## src/rtl/seg7_reader.sv

```systemverilog
`timescale 1ns/1ps
// seg7_reader
//
// Watches a multiplexed, active-low 7-segment display bus and recovers the
// value being shown. Each digit's pattern must hold for STABLE_CYCLES
// consecutive samples before it is decoded into a 5-bit code (0x00-0x0F hex,
// 0x10 blank, 0x1F unrecognised). The code is stored per digit and offered
// on a one-entry valid/ready stream.
//
// Ports
//   clk, rst_n   : clock and synchronous active-low reset
//   seg          : segment lines, active-low, bit0 = a ... bit6 = g
//   dig_en_n     : digit selects, active-low; exactly one low is a valid select
//   out_valid    : stream entry available
//   out_ready    : consumer accepts the entry
//   out_digit    : digit index of the stream entry
//   out_code     : decoded code of the stream entry
//   digits       : latest code per digit, digit i at [5i+4:5i]
//   frame_pulse  : one-cycle pulse on capture of digit NUM_DIGITS-1
//   overflow     : sticky, a capture was dropped because the buffer was full
//
// Build option
//   SEG7_READER_CHANGE_ONLY_EN : when defined, a capture whose code matches the
//   stored code for that digit is not offered on the stream (frame_pulse still
//   fires). When undefined, every capture is offered.
module seg7_reader #(
   parameter int unsigned NUM_DIGITS    = 4,
   parameter int unsigned STABLE_CYCLES = 8
) (
   input  logic                    clk,
   input  logic                    rst_n,
   input  logic [6:0]              seg,
   input  logic [NUM_DIGITS-1:0]   dig_en_n,
   output logic                    out_valid,
   input  logic                    out_ready,
   output logic [2:0]              out_digit,
   output logic [4:0]              out_code,
   output logic [5*NUM_DIGITS-1:0] digits,
   output logic                    frame_pulse,
   output logic                    overflow
);

   localparam int unsigned CntW = $clog2(STABLE_CYCLES + 1);
   localparam logic [CntW-1:0] CntMax = CntW'(STABLE_CYCLES);
   localparam int unsigned SmpW = 7 + NUM_DIGITS;

   typedef enum logic [1:0] {StIdle, StSettle, StHold} state_e;

   function automatic logic [4:0] seg_decode(input logic [6:0] s);
      case (s)
         7'b1000000: return 5'h00;
         7'b1111001: return 5'h01;
         7'b0100100: return 5'h02;
         7'b0110000: return 5'h03;
         7'b0011001: return 5'h04;
         7'b0010010: return 5'h05;
         7'b0000010: return 5'h06;
         7'b1111000: return 5'h07;
         7'b0000000: return 5'h08;
         7'b0010000: return 5'h09;
         7'b0001000: return 5'h0A;
         7'b0000011: return 5'h0B;
         7'b1000110: return 5'h0C;
         7'b0100001: return 5'h0D;
         7'b0000110: return 5'h0E;
         7'b0001110: return 5'h0F;
         7'b1111111: return 5'h10;
         default:    return 5'h1F;
      endcase
   endfunction

   // Sample stage: holds the previous sample of the bus. Change detection
   // compares the sample being taken at this edge against it, so a pattern
   // first registered at edge k+1 counts 1 there and is captured at the
   // edge where the count reaches STABLE_CYCLES.
   logic [SmpW-1:0] smp_q;
   logic            changed;
   logic [3:0]      sel_cnt;
   logic            sel_ok;
   logic [2:0]      cap_idx;
   logic [4:0]      cap_code;

   state_e          state_q, state_d;
   logic [CntW-1:0] cnt_q, cnt_d;
   logic            capture;

   logic [4:0]      dig_q [NUM_DIGITS];
   logic [4:0]      dig_d [NUM_DIGITS];
   logic            offer;

   logic            valid_q, valid_d;
   logic [2:0]      digit_q, digit_d;
   logic [4:0]      code_q, code_d;
   logic            frame_q, frame_d;
   logic            ovf_q, ovf_d;

   assign changed  = ({seg, dig_en_n} != smp_q);
   assign cap_code = seg_decode(smp_q[SmpW-1 -: 7]);

   always_comb begin
      sel_cnt = '0;
      for (int i = 0; i < NUM_DIGITS; i++) begin
         if (!dig_en_n[i]) sel_cnt = sel_cnt + 4'd1;
      end
      sel_ok  = (sel_cnt == 4'd1);
      // Capture only happens when the sample is unchanged, so the index can
      // be taken from the registered select.
      cap_idx = '0;
      for (int i = 0; i < NUM_DIGITS; i++) begin
         if (!smp_q[i]) cap_idx = 3'(i);
      end
   end

   always_comb begin
      state_d = state_q;
      cnt_d   = cnt_q;
      capture = 1'b0;
      unique case (state_q)
         StIdle: begin
            cnt_d = '0;
            if (sel_ok) begin
               state_d = StSettle;
               cnt_d   = CntW'(1);
            end
         end
         StSettle: begin
            if (!sel_ok) begin
               state_d = StIdle;
               cnt_d   = '0;
            end else if (changed) begin
               cnt_d = CntW'(1);
            end else begin
               cnt_d = cnt_q + CntW'(1);
               if (cnt_d == CntMax) begin
                  capture = 1'b1;
                  state_d = StHold;
               end
            end
         end
         StHold: begin
            if (!sel_ok) begin
               state_d = StIdle;
               cnt_d   = '0;
            end else if (changed) begin
               state_d = StSettle;
               cnt_d   = CntW'(1);
            end else begin
               cnt_d = CntMax;
            end
         end
         default: begin
            state_d = StIdle;
            cnt_d   = '0;
         end
      endcase
   end

   always_comb begin
      for (int i = 0; i < NUM_DIGITS; i++) begin
         dig_d[i] = dig_q[i];
         if (capture && (cap_idx == 3'(i))) dig_d[i] = cap_code;
      end
   end

`ifdef SEG7_READER_CHANGE_ONLY_EN
   logic [4:0] cur_code;
   always_comb begin
      cur_code = '0;
      for (int i = 0; i < NUM_DIGITS; i++) begin
         if (cap_idx == 3'(i)) cur_code = dig_q[i];
      end
   end
   assign offer = capture && (cap_code != cur_code);
`else
   assign offer = capture;
`endif

   always_comb begin
      valid_d = valid_q;
      digit_d = digit_q;
      code_d  = code_q;
      ovf_d   = ovf_q;
      frame_d = capture && (cap_idx == 3'(NUM_DIGITS - 1));
      if (offer) begin
         // A transfer on the same edge frees the slot for the new entry.
         if (!valid_q || out_ready) begin
            valid_d = 1'b1;
            digit_d = cap_idx;
            code_d  = cap_code;
         end else begin
            ovf_d = 1'b1;
         end
      end else if (valid_q && out_ready) begin
         valid_d = 1'b0;
      end
   end

   always_ff @(posedge clk) begin
      if (!rst_n) begin
         smp_q   <= '1;
         state_q <= StIdle;
         cnt_q   <= '0;
         valid_q <= 1'b0;
         digit_q <= '0;
         code_q  <= '0;
         frame_q <= 1'b0;
         ovf_q   <= 1'b0;
         for (int i = 0; i < NUM_DIGITS; i++) dig_q[i] <= 5'h10;
      end else begin
         smp_q   <= {seg, dig_en_n};
         state_q <= state_d;
         cnt_q   <= cnt_d;
         valid_q <= valid_d;
         digit_q <= digit_d;
         code_q  <= code_d;
         frame_q <= frame_d;
         ovf_q   <= ovf_d;
         for (int i = 0; i < NUM_DIGITS; i++) dig_q[i] <= dig_d[i];
      end
   end

   always_comb begin
      for (int i = 0; i < NUM_DIGITS; i++) digits[5*i +: 5] = dig_q[i];
   end

   assign out_valid   = valid_q;
   assign out_digit   = digit_q;
   assign out_code    = code_q;
   assign frame_pulse = frame_q;
   assign overflow    = ovf_q;

endmodule

```

## config.mk

```make
export PLATFORM = sky130hd
export DESIGN_NAME = seg7_reader
export DESIGN_NICKNAME = d
export VERILOG_FILES = /design/src/rtl/seg7_reader.sv
export SDC_FILE = /design/constraint.sdc
export NUM_CORES = 1
export LEC_CHECK = 0
export ABC_AREA = 1
export CAP_MARGIN = 10
export CORE_ASPECT_RATIO = 1.25
export CORE_MARGIN = 2
export CORE_UTILIZATION = 56
export CTS_CLUSTER_DIAMETER = 100
export DETAILED_ROUTE_END_ITERATION = 7
export PLACE_DENSITY = 0.93
export SYNTH_ARGS = -nofsm -noshare
export SYNTH_HDL_FRONTEND = slang
export SYNTH_SLANG_ARGS = --single-unit
```

## constraint.sdc

```tcl
create_clock -name clk -period 6.5 [get_ports clk]
set_clock_uncertainty 0.15 [all_clocks]
set_input_delay 1.3 -clock clk [delete_from_list [all_inputs] [get_ports clk]]
set_output_delay 1.3 -clock clk [all_outputs]
set_load 0.03 [all_outputs]
```

==> results of run 1 <==
registers in the layout, indices dropped and copies added (netlist names):
signal and cells:
cnt_q 4, dig_q 20, frame_pulse 1, out_code 5
out_digit 2, out_valid 1, overflow 1, smp_q 11
state_q 2
metrics by stage:
step | power [mW] | hold WS (ns)
2_1_floorplan | 0.346 | 0.323
3_3_place_gp | 0.362 | 0.303
3_5_place_dp | 0.364 | 0.315
4_1_cts | 0.589 | 0.341
5_1_grt | 0.608 | 0.354
6_report | 0.587 | 0.336
where the power goes:
group,switching [mW],internal [mW],leakage [nW]
Combinational,0.0378,0.0216,1.05
Clock,0.103,0.127,0.0618
Sequential,0.00597,0.293,0.382
final timing paths:
path,end
max,dig_q[1][3]
min,dig_q[1][4]
max reg2reg,dig_q[2][1]
min reg2reg,dig_q[1][4]
critical path: cells and delay by family:
family          cells  cell delay, ns
simple gates       10            1.15
buf+inv             4            0.69
fa+ha+maj           2            0.60
compound gates      1            0.07
layout make-up:
cell class | instances | area [um^2] | area share, %
clock inverters | 2 | 38.8 | 1.26
inverters | 59 | 226 | 7.37
clock buffers | 6 | 82.6 | 2.69
well taps | 58 | 72.6 | 2.36
flip-flops and latches | 47 | 941 | 30.6
repair buffers | 44 | 438 | 14.3
multi-input cells | 272 | 1270 | 41.4
metal layers:
| layer | track usage (%) | up-vias |
|---|---|---|
| met5 | 0 | - |
| met4 | 11.3 | 0 |
| met2 | 44.0 | 86 |
| met1 | 25.7 | 1088 |
| li1 | - | 1256 |
| met3 | 4.15 | 13 |
cell usage in the layout (no fill, tap or decap):
cell | synthesis | routed
o21ai_2 | 1 | 1
nor2_2 | 2 | 2
nor2_1 | 72 | 72
nand2_2 | 3 | 3
clkinv_4 | 1 | 1
inv_2 | 3 | 3
nor3_2 | 2 | 2
or2_2 | 3 | 3
nand3_4 | 1 | 1
inv_6 | 0 | 1
nor3_1 | 5 | 5
nor2_4 | 2 | 2
xor2_1 | 2 | 2
ha_1 | 4 | 4
inv_1 | 55 | 55
nand3_1 | 25 | 25
nand4_1 | 7 | 7
nor4_1 | 1 | 1
nand3b_1 | 2 | 2
conb_1 | 1 | 1
clkdlybuf4s50_1 | 0 | 43
nand3_2 | 3 | 3
dfxtp_1 | 47 | 47
xnor2_1 | 4 | 4
nand2_1 | 122 | 122
clkbuf_8 | 0 | 6
a21oi_1 | 4 | 4
a211oi_1 | 1 | 1
nor2_8 | 1 | 1
bufinv_16 | 0 | 1
o21ai_0 | 1 | 1
buf_4 | 2 | 1
and3_1 | 1 | 1
o21a_1 | 1 | 1
nor4b_1 | 1 | 1
cells by family after synthesis:
family          share of synthesized area (%)
compound gates                           1.96
xor+xnor                                 2.11
flops                                    37.8
other cells                             0.151
buf+inv                                  11.1
fa+ha+maj                                2.01
simple gates                             44.9
==> results.py, run 1 <==
metrics = {
    "run_status": {
        "outcome": "finished, final reports clean",
    },
    "critical_path": {
        "path_cells": "clkdlybuf4s50_1 > inv_1 > ha_1 > inv_1 > nand2_1 > nand2_2 > inv_1 > ha_1 > nor2_1 > nand2_1 > o21ai_2 > nand2_2 > nor2_4 > nand4_1 > nand2_1 > nand2_1 > nor2_1",
        "crit_required_ns": 6.60,
        "crit_type": "in -> reg",
        "cp_slowest_cell": "clkdlybuf4s50_1",
        "cp-startpoint": "dig_en_n[0]",
        "cp_common_cell": "nand2_1",
        "endpoint_kind": "flop",
        "cp_max_fo": 6,
        "max_stage_delay_ns": 0.50,
        "r2r_start": "smp_q[8]",
        "r2r_slack_ns": 4.41,
        "cp.arrival_ns": 3.82,
        "reg2reg_depth": 9,
        "start_kind": "input port",
    },
    "clock_network": {
        "post_cts_resized": 0,
        "path_clk_slew_ns": 0.09,
        "postCtsHoldBufs": 0,
        "cts_sinks": 47,
        "clock_latency_ns": 0.30,
        "cts_tree": "built",
        "clock-root-buffer": "clkbuf_8",
        "h-tree-depth": 2,
        "cts_buffer_depth": 2,
        "cts_buffers": 5,
        "post_cts_buffers": 0,
    },
    "grt": {
        "antenna_found_initial": 0,
        "grt_util_all_layers_pct": 23.7,
        "grt_pass1_vias": 2260,
        "grt.overflow.total": 0,
        "grt_pass1_wl_mm": 9.53,
        "grt_max_degree": 40,
    },
    "detailed_routing": {
        "met2_length_mm": 2.82,
        "first_pass_iters": 5,
        "first_iter_violations": 132,
        "via_count": 2443,
        "wl_met1_mm": 2.27,
        "drc": 0,
        "vias_per_cell": 5.01,
        "wl_per_cell_um": 11.2,
        "route.antenna.remaining_nets": 0,
        "dr_wl_met3_um": 235,
        "top_layer_used": "met4",
        "drt_wl_total_mm": 5.48,
    },
    "timing": {
        "worst_pin_slew_ns": 0.500,
        "min_period_ns": 3.72,
        "slew_headroom_pct": 66.4,
        "finalHoldViolations": 0,
        "fin_ws_ns": 2.78,
        "fmax_ghz": 0.269,
        "drv_slew": 0,
        "setup_violations": 0,
        "rsz0062_at_grt": "no",
        "period_share_pct": 57.3,
        "setup-tns-final_ns": 0,
    },
    "layout": {
        "final_area_mm2": 0.00307,
        "fillers": 364,
        "area_growth_pct": 23.4,
        "drive_above_1_share_pct": 7.21,
        "antenna_cells": 0,
        "finalNonFillerCells": 488,
        "final_core_utilization_pct": 70.5,
        "nNetsFinal": 447,
    },
    "logic_synthesis": {
        "netlist_top_cells_count": "nand2_1 (122), nor2_1 (72), inv_1 (55), dfxtp_1 (47), nand3_1 (25)",
        "synth-seq-cells": 47,
        "syn-num-nets": 403,
        "synth_top_area_share_pct": 37.8,
        "ys.flop_type": "dfxtp_1",
        "synth_area_mm2": 0.00249,
        "ys_seq_area_share_pct": 37.8,
        "yosys.area.top_type": "dfxtp_1",
        "yosysWarnings": 0,
        "synth_cells": 385,
        "async_flop_share_pct": 0,
        "ys_types": 34,
        "yosysMostFrequentCell": "nand2_1",
        "synth.avg_cell_area_um2": 6.47,
        "synth_edf_count": 0,
        "yosys-top-cells-area": "dfxtp_1 (38%), nand2_1 (18%), nor2_1 (11%), inv_1 (8.3%), nand3_1 (5.0%)",
    },
    "placement": {
        "dp_cells": 480,
        "dp.final_hpwl_mm": 4.03,
        "place_congestion": 0.938,
        "dp_slack_ns": 2.48,
        "dpl_cell_area_mm2": 0.00295,
        "port_buffers": 43,
    },
    "floorplanning": {
        "initial_core_util_pct": 57.2,
        "dieArea_mm2": 0.00500,
        "ioPinCount": 45,
        "die-width_um": 63.7,
        "fp.coreArea_mm2": 0.00436,
        "die_y_um": 78.6,
        "row_count": 27,
    },
    "power": {
        "powerDensity_mw_per_mm2": 191,
        "power.leakage_nw": 1.49,
        "max-vdd-ir-drop_mv": 0.131,
    },
    "min_path": {
        "hold_class": "reg -> reg",
        "whs_path_depth": 2,
        "hold_start": "dig_q[1][4]",
    },
    "job": {
        "maxCapViolCount": 0,
    },
}
(Power assumes the default switching activity.)
==> run 2, diff against run 1 <==
--- a/config.mk
+++ b/config.mk
@@ -9,10 +9,10 @@
 export CAP_MARGIN = 10
 export CORE_ASPECT_RATIO = 1.25
 export CORE_MARGIN = 2
-export CORE_UTILIZATION = 56
+export CORE_UTILIZATION = 47
 export CTS_CLUSTER_DIAMETER = 100
 export DETAILED_ROUTE_END_ITERATION = 7
-export PLACE_DENSITY = 0.93
+export PLACE_DENSITY = 0.85
 export SYNTH_ARGS = -nofsm -noshare
 export SYNTH_HDL_FRONTEND = slang
 export SYNTH_SLANG_ARGS = --single-unit
==> constraint.sdc (replaced) <==
create_clock -name clk -period 3.3 [get_ports clk]
set_clock_uncertainty 0.15 [all_clocks]
set_input_delay 0.66 -clock clk [delete_from_list [all_inputs] [get_ports clk]]
set_output_delay 0.66 -clock clk [all_outputs]
set_load 0.03 [all_outputs]
==> run 2 against run 1 <==
- first-iteration DRC count is 21% higher
- final area rose by 0.61%
- via count shrank 2.7%
- clock power grew 92%
- critical path depth fell by 1
- highest routed layer unchanged
- sequential cell count did not move
- largest power group unchanged
- cell count grew 1.0%
- die area up 18%
- critical path type unchanged
- sequential share of layout area fell by 0.19 points
- combinational power rose by 100%
- core utilization is 9.7 points lower
==> results.py, run 2 (synthesis gave the netlist of run 1 again) <==
metrics = {
    "run_status": {
        "outcome": "finished, final reports clean",
    },
    "critical_path": {
        "crit_type": "in -> reg",
        "cp_max_fo": 7,
        "r2r_start": "smp_q[4]",
        "start_kind": "input port",
        "cp-startpoint": "dig_en_n[0]",
        "crit_required_ns": 3.36,
        "r2r-end": "dig_q[1][1]",
        "reg2reg_depth": 8,
        "endpoint_kind": "flop",
        "r2r_slack_ns": 1.24,
        "cp.arrival_ns": 3.10,
        "cp-endpoint": "dig_q[1][1]",
    },
    "placement": {
        "place_congestion": 0.903,
        "dpl_cell_area_mm2": 0.00298,
        "port_buffers": 43,
        "dp.final_hpwl_mm": 4.10,
    },
    "layout": {
        "final_core_utilization_pct": 60.9,
        "final_common_cell": "nand2_1",
        "drive_above_1_share_pct": 7.42,
        "final_area_mm2": 0.00309,
        "nNetsFinal": 448,
        "antenna_cells": 0,
        "largest_register": "dig_q",
        "largest_reg_flops": 20,
        "layout_common_cells": "nand2_1 (122), nor2_1 (72), inv_1 (55)",
        "area_growth_pct": 24.1,
    },
    "power": {
        "p_int_mw": 0.850,
        "powerDensity_mw_per_mm2": 372,
        "switchingPower_mw": 0.299,
        "pwr-share-comb_pct": 10.5,
        "pwr-share-clk_pct": 38.3,
        "power.leakage_nw": 1.49,
        "seqPwrFrac_pct": 51.2,
        "sw_frac_of_total_pct": 26.0,
        "max-vdd-ir-drop_mv": 0.210,
    },
    "timing": {
        "setup-tns-final_ns": 0,
        "finalHoldViolations": 0,
        "rsz0062_at_grt": "no",
        "period_share_pct": 92.2,
        "drv_slew": 0,
        "fin_hold_ws_ns": 0.319,
        "min_period_ns": 3.04,
        "setup_violations": 0,
        "fmax_ghz": 0.329,
    },
    "clock_network": {
        "cts_sinks": 47,
        "path_clk_slew_ns": 0.09,
        "cts_buffer_depth": 2,
        "clock_latency_ns": 0.31,
        "cts_tree": "built",
        "post_cts_resized": 0,
        "cts_buffers": 5,
        "post_cts_buffers": 0,
        "clock-root-buffer": "clkbuf_8",
        "h-tree-depth": 2,
        "postCtsHoldBufs": 0,
    },
    "grt": {
        "antenna_found_initial": 0,
        "grt_max_degree": 31,
        "grt_pass1_wl_mm": 9.36,
        "grt_util_all_layers_pct": 19.3,
        "grt.overflow.total": 0,
        "grt_pass1_vias": 2197,
    },
    "floorplanning": {
        "die_y_um": 85.4,
        "initial_core_util_pct": 49.0,
        "dieArea_mm2": 0.00590,
        "row_count": 29,
        "fp.coreArea_mm2": 0.00508,
        "die-width_um": 69.1,
        "ioPinCount": 45,
    },
    "detailed_routing": {
        "drc": 0,
        "first_pass_iters": 4,
        "via_count": 2378,
        "route.antenna.remaining_nets": 0,
        "vias_per_cell": 4.82,
        "drt_wl_total_mm": 5.51,
        "wl_per_cell_um": 11.2,
        "first_iter_violations": 160,
    },
    "min_path": {
        "hold_class": "reg -> reg",
    },
    "job": {
        "maxCapViolCount": 0,
    },
}
run 2: metrics by stage:
| step | total power, mW | std cells | setup WS, ns |
|---|---|---|---|
| after global placement | 0.717 | 485 | 0.0650 |
| final | 1.15 | 493 | 0.258 |
| after detailed placement | 0.720 | 485 | -0.0572 |
| after global routing | 1.19 | 493 | 0.0303 |
| after floorplan | 0.681 | 385 | 0.672 |
| after CTS | 1.16 | 493 | 0.273 |
run 2: worst min-delay path by stage:
stage,start,to,depth (start not counted),slack [ns]
6_report,overflow,overflow,1,0.32
5_1_grt,overflow,overflow,1,0.33
4_1_cts,overflow,overflow,1,0.33
3_5_place_dp,overflow,overflow,1,0.30
3_3_place_gp,overflow,overflow,1,0.30
2_1_floorplan,cnt_q[2],cnt_q[2],2,0.32
run 2: power groups by stage:
stage / clock network (mW) / logic, mW / registers [mW]
global route: 0.469 / 0.136 / 0.590
CTS: 0.448 / 0.120 / 0.588
detailed placement: 0 / 0.119 / 0.601
floorplan: 0 / 0.0837 / 0.598
global placement: 0 / 0.116 / 0.601
finish: 0.440 / 0.120 / 0.588
run 2: area by class of cell:
class,instances,area (um^2)
Fill cell,467,1990
Multi-Input combinational cell,272,1270
Sequential cell,47,941
Timing Repair Buffer,45,458
Inverter,59,226
Tap cell,62,77.6
Clock buffer,5,68.8
Clock inverter,3,46.3
run 2: worst max-delay path, stage by stage:
cell and delay [ns]:
clkdlybuf4s50_1 0.47, inv_1 0.08, ha_1 0.33, inv_1 0.07
nand2_1 0.06, nand2_2 0.09, inv_1 0.05, ha_1 0.27
nor2_1 0.10, nand2_1 0.07, o21ai_2 0.06, nand2_2 0.13
nor2_8 0.20, nand4_1 0.17, nor2_1 0.21, nor2_1 0.07
run 2: metal layers:
| layer | vias up | wire length, um | track usage [%] |
|---|---|---|---|
| met5 | - | 0 | 0 |
| met4 | 0 | 87 | 7.84 |
| met3 | 6 | 223 | 3.80 |
| met2 | 56 | 2760 | 35.1 |
| met1 | 1061 | 2430 | 22.1 |
| li1 | 1255 | - | - |
==> run 3, diff against run 2 <==
--- a/config.mk
+++ b/config.mk
@@ -13,6 +13,7 @@
 export CTS_CLUSTER_DIAMETER = 100
 export DETAILED_ROUTE_END_ITERATION = 7
 export PLACE_DENSITY = 0.85
+export SKIP_LAST_GASP = 1
 export SYNTH_ARGS = -nofsm -noshare
 export SYNTH_HDL_FRONTEND = slang
 export SYNTH_SLANG_ARGS = --single-unit
==> results of run 3 <==
Final layout, timing and power as in run 2 (identical DEF).
